### src/rtl/seg_scan_driver.sv
// rtl/seg_scan_driver.sv - time-multiplexed 3-digit 7-segment scanner
// Double-buffered digit patterns with optional leading-zero blanking.
module seg_scan_driver #(
    parameter int          CLK_DIV    = 4,
    parameter logic [6:0]  ZERO_GLYPH = 7'b0111111
) (
    input  logic       clk,
    input  logic       rst,
    input  logic       en,
    input  logic       load,
    input  logic [6:0] seg1_in,
    input  logic [6:0] seg2_in,
    input  logic [6:0] seg3_in,
    input  logic       blank_lz,
    output logic [6:0] seg_out,
    output logic [2:0] an_n,
    output logic       frame_done,
    output logic       pending
);

    localparam int PW = (CLK_DIV > 1) ? $clog2(CLK_DIV) : 1;
    localparam logic [PW-1:0] PSC_MAX = PW'(CLK_DIV - 1);

    typedef enum logic {IDLE, SCAN} state_t;

    state_t          state, state_nxt;
    logic [PW-1:0]   psc;
    logic [1:0]      idx;
    logic [6:0]      act0, act1, act2;
    logic [6:0]      pb0, pb1, pb2;
    logic            pend_q;
    logic            fd_q;
    logic            frame_end;
    logic [6:0]      seg_sel;
    logic            blank2, blank1;

    // An aborted frame (en low on its last cycle) is not a frame end.
    assign frame_end = (state == SCAN) && en && (idx == 2'd2) && (psc == PSC_MAX);

    always_ff @(posedge clk or posedge rst) begin
        if (rst) state <= IDLE;
        else     state <= state_nxt;
    end

    always_comb begin
        state_nxt = state;
        case (state)
            IDLE:    if (en)  state_nxt = SCAN;
            SCAN:    if (!en) state_nxt = IDLE;
            default: state_nxt = IDLE;
        endcase
    end

    always_ff @(posedge clk or posedge rst) begin
        if (rst) begin
            psc <= '0;
            idx <= 2'd0;
        end else if (state == SCAN && en) begin
            if (psc == PSC_MAX) begin
                psc <= '0;
                idx <= (idx == 2'd2) ? 2'd0 : idx + 2'd1;
            end else begin
                psc <= psc + 1'b1;
            end
        end else begin
            psc <= '0;
            idx <= 2'd0;
        end
    end

    always_ff @(posedge clk or posedge rst) begin
        if (rst) begin
            act0   <= '0;
            act1   <= '0;
            act2   <= '0;
            pb0    <= '0;
            pb1    <= '0;
            pb2    <= '0;
            pend_q <= 1'b0;
            fd_q   <= 1'b0;
        end else begin
            fd_q <= frame_end;
            if (frame_end) begin
                // A load on the frame-end cycle bypasses the pending buffer.
                if (load) begin
                    act0 <= seg1_in;
                    act1 <= seg2_in;
                    act2 <= seg3_in;
                end else if (pend_q) begin
                    act0 <= pb0;
                    act1 <= pb1;
                    act2 <= pb2;
                end
                pend_q <= 1'b0;
            end else if (load) begin
                pb0    <= seg1_in;
                pb1    <= seg2_in;
                pb2    <= seg3_in;
                pend_q <= 1'b1;
            end else if (state == IDLE && pend_q) begin
                act0   <= pb0;
                act1   <= pb1;
                act2   <= pb2;
                pend_q <= 1'b0;
            end
        end
    end

    // blank_lz feeds the blanking decode directly so it takes effect at once.
    assign blank2 = blank_lz && (act2 == ZERO_GLYPH);
    assign blank1 = blank2 && (act1 == ZERO_GLYPH);

    always_comb begin
        seg_sel = act0;
        case (idx)
            2'd1:    seg_sel = act1;
            2'd2:    seg_sel = act2;
            default: seg_sel = act0;
        endcase
    end

    always_comb begin
        an_n    = 3'b111;
        seg_out = 7'd0;
        if (state == SCAN) begin
            an_n = ~(3'b001 << idx);
            if (!((idx == 2'd2 && blank2) || (idx == 2'd1 && blank1)))
                seg_out = seg_sel;
        end
    end

    assign frame_done = fd_q;
    assign pending    = pend_q;

endmodule
### config.mk
export PLATFORM = sky130hd
export DESIGN_NAME = seg_scan_driver
export DESIGN_NICKNAME = d
export VERILOG_FILES = /design/src/rtl/seg_scan_driver.sv
export SDC_FILE = /design/constraint.sdc
export NUM_CORES = 1
export LEC_CHECK = 0
export CORE_MARGIN = 3
export CORE_UTILIZATION = 45
export CTS_CLUSTER_DIAMETER = 40
export DETAILED_ROUTE_END_ITERATION = 10
export GPL_ROUTABILITY_DRIVEN = 0
export PLACE_DENSITY_LB_ADDON = 0.05
export SYNTH_ARGS = -nofsm -noshare
export SYNTH_HDL_FRONTEND = slang
export SYNTH_SLANG_ARGS = --single-unit
### constraint.sdc
create_clock -name clk -period 1.55 [get_ports clk]
set_input_delay 0.31 -clock clk [delete_from_list [all_inputs] [get_ports clk]]
set_output_delay 0.31 -clock clk [all_outputs]
set_load 0.005 [all_outputs]
==> summary.md <==
| Metric | Value |
|---|---|
| Most common cell after layout, fill and taps aside | inv_1 |
| Post-synthesis adder-cell area fraction | about 2.1% |
| Fin crit share | 139.8% |
| Failing checks | negative setup slack |
| Worst-path maximum fanout | 4 |
| Root buffer selected by CTS | clkbuf_8 |
| Power Density | roughly 850 mW/mm² |
| Most frequent cells in the layout | inv_1, dfrtp_1, buf_4 |
| Drt initial violations | 226 |
| Max Fclk | 461.6 MHz |
| Area Overhead vs Synth | 49.92% |
| Worst hold path class | input port to async pin |
| Post-Synthesis Cells | 229 |
| Mapped Area | about 0.0024 mm² |
| Die Ht | 79.20 µm |
| Setup ws final | -0.6165 ns |
| Detailed Routing Iterations Pass 1 | 8 |
| R2R Path Start | idx[0] |
| Layout cell share with drive strength beyond 1 | 34.17% |
| Max-slew headroom | 74.77% |
| Num CTS Buffers | 5 |
| Worst setup EP type | output pin |
| Drt total wl | ~6.7 mm |
| Required time worst endpoint | 1.24 ns |
| Unrepaired setup endpoints after global routing | yes |
| Sequential cell area | about 0.0012 mm² |
| Core footprint | 0.005140 mm² |
| Via count | 2,018 |
| Total Routing Usage GR | 20.94% |
| Critical R2R Capture | act0[1] |
| Worst-Margin Slew | 0.3785 ns |
| Reg2reg setup slack | -0.55 ns |
| Per-cell routed wire length | 17.32 µm |
| Layout net count | roughly 350 |
| Dpl hpwl | around 3.7 mm |
| Synthesized flop and latch total | between 40 and 50 |
| Via density | around 5.2 |
| IO buf count | 37 |
| Worst Path Arrival | 1.86 ns |
| Mean Syn Cell Area | 10.53 µm² |
| DP Worst Slack | -0.7335 ns |
| Design area | between 0.003 and 0.004 mm² |
| Layout Skew | ~0.0093 ns |
| Global route overflow | 0 |
| Clock-pin slew on the worst setup and hold paths | 0.09 ns |
| Slew Viols, Final | 0 |
| Final Setup Violations | 53 |
| Cell variety after synth | 26 |
| Die area | 0.006272 mm² |
| Starting Density | a little under half |
| Util after Layout | a little over two thirds |
| Synth Area in Compound Gates | 16.61% |
| N_diodes | 0 |
| Fillers | slightly below 400 |
| Clock net sink count | approximately 50 |
| CTS Buffer Depth | 2 |
| Num rows | 26 |
| Xor and xnor area share after synthesis | 0% |
| Register area share after synthesis | 50.86% |
| Vias in the first global route | 2,007 |
| Hold Fails Final Rpt | 0 |
| Status | finished with violations |
| VDD IR max | 0.5351 mV |
| Setup TNS | -23.83 ns |
| Largest family of logic cells by synthesized area | compound AO/OA/AOI/OAI gates |
| Mux share of post-synthesis cell area | 9.549% |
| Max cap viols | 0 |
| Footprint of the multi-input gates | 992.2 µm² |
| Leak Pwr | around 1.9 nW |
| Initial antenna violation count | 0 |
| Die X | slightly below 80 µm |
| Synthesis warning total | 0 |
| Ports placed on the boundary | 38 |
| Post-Place Cell Area | 0.003037 mm² |
| First-pass GRT wire length | 10.22 mm |
| DR DRC count | 0 |
| Syn_nets | 259 |
| H-Tree Level Count | 2 |
| Largest net degree at the start of global routing | 50 |
| Detail Route Antenna Nets | 0 |
| Synth Area in Simple Gates | 5.708% |
| CTS tree | yes |
| Fin crit period | 2.166 ns |
| Startpoint Class | register |
| Clk Latency, worst-skew pair | 0.30 ns |
| Crit Path Category | register to output pin |
| FF-to-FF path depth | 12 |
| Hold-fix buffers, CTS | 0 |
flip-flops by register name, indices dropped and copies added (netlist names):
signal and cells:
pb1 7, act1 7, idx 2, state 1, frame_done 1, act2 7
psc 2, pb0 7, pb2 7, pending 1, act0 7
report_power, final:
| part | internal (W) | total, W | switching (W) |
|---|---|---|---|
| Clock | 0.000470 | 0.000889 | 0.000420 |
| Combinational | 0.000351 | 0.000655 | 0.000305 |
| Sequential | 0.00143 | 0.00152 | 0.0000962 |
| Total | 0.00225 | 0.00307 | 0.000821 |
repair_timing:
item / in CTS / in global routing
setup buffers: 18 / 12
gates cloned: 3 / 3
pin swaps: 19 / 19
hold endpoints to repair: 0 / 0
gates resized for setup: 82 / 17
setup endpoints to repair: 53 / 52
Yosys cell counts:
master,instances,share of area (%)
clkbuf_8,2,1.1
a311oi_1,1,0.36
buf_6,4,1.9
mux2i_1,23,9.5
nand4_1,2,0.52
a222oi_1,21,8.7
dfrtp_1,49,51
o41ai_2,1,0.67
nor2_1,11,1.7
buf_2,4,0.83
o22ai_2,1,0.52
nand4_4,1,0.88
and3_1,1,0.26
nand2_1,8,1.2
ha_1,4,2.1
a22oi_1,6,1.9
inv_1,68,11
nand2b_1,1,0.26
a21boi_0,7,2.2
nor4_1,1,0.26
a211oi_1,6,1.9
and2_4,1,0.36
buf_4,2,0.62
a21oi_1,2,0.42
nor3_1,1,0.21
inv_2,1,0.16
area by class of cell:
cell class / instances / area share, %
clock buffers: 5 / 1.904
clock inverters: 2 / 0.9692
inverters: 69 / 7.234
multi-input cells: 99 / 27.45
flip-flops and latches: 49 / 33.92
well taps: 70 / 2.423
repair buffers: 95 / 26.10
worst max-delay path: stages (launching register included):
cell and delay, ns:
dfrtp_1 0.40, inv_2 0.07, buf_6 0.12, ha_4 0.16
buf_4 0.13, a22oi_1 0.28, a211oi_2 0.11, a21boi_2 0.16
buf_2 0.13
stage by stage:
| stage | hold slack, ns | power [W] | instances |
|---|---|---|---|
| 4_1_cts | 0.3630 | 0.003064 | 378 |
| 3_5_place_dp | 0.4456 | 0.002124 | 350 |
| 2_1_floorplan | 0.3414 | 0.001826 | 229 |
| 3_3_place_gp | 0.4340 | 0.002117 | 350 |
| 6_report | 0.3519 | 0.003069 | 389 |
| 5_1_grt | 0.3712 | 0.003217 | 389 |
cells by family after synthesis:
logic type | after synthesis
buffers and inverters | 81
flip-flops | 49
AO/OA/AOI/OAI | 45
AND/OR/NAND/NOR | 27
multiplexers | 23
adder cells (fa/ha/maj) | 4
metal layers:
metal | up-vias | share of wire, % | track usage [%]
met3 | 7 | 4.6 | 3.175
met4 | 0 | 0.73 | 5.326
met2 | 58 | 49 | 33.50
met5 | - | 0 | 0
met1 | 1000 | 46 | 29.87
li1 | 953 | - | -
worst max-delay path by stage:
stage | slack, ns | end | startpoint
3_5_place_dp | -0.73 | seg_out[0] | idx[0]
6_report | -0.62 | seg_out[3] | idx[0]
2_1_floorplan | -0.05 | seg_out[0] | idx[1]
4_1_cts | -0.61 | seg_out[3] | idx[0]
5_1_grt | -0.71 | seg_out[2] | idx[0]
3_3_place_gp | -0.72 | seg_out[5] | idx[0]
No activity file was read; power rests on OpenSTA's default activity.
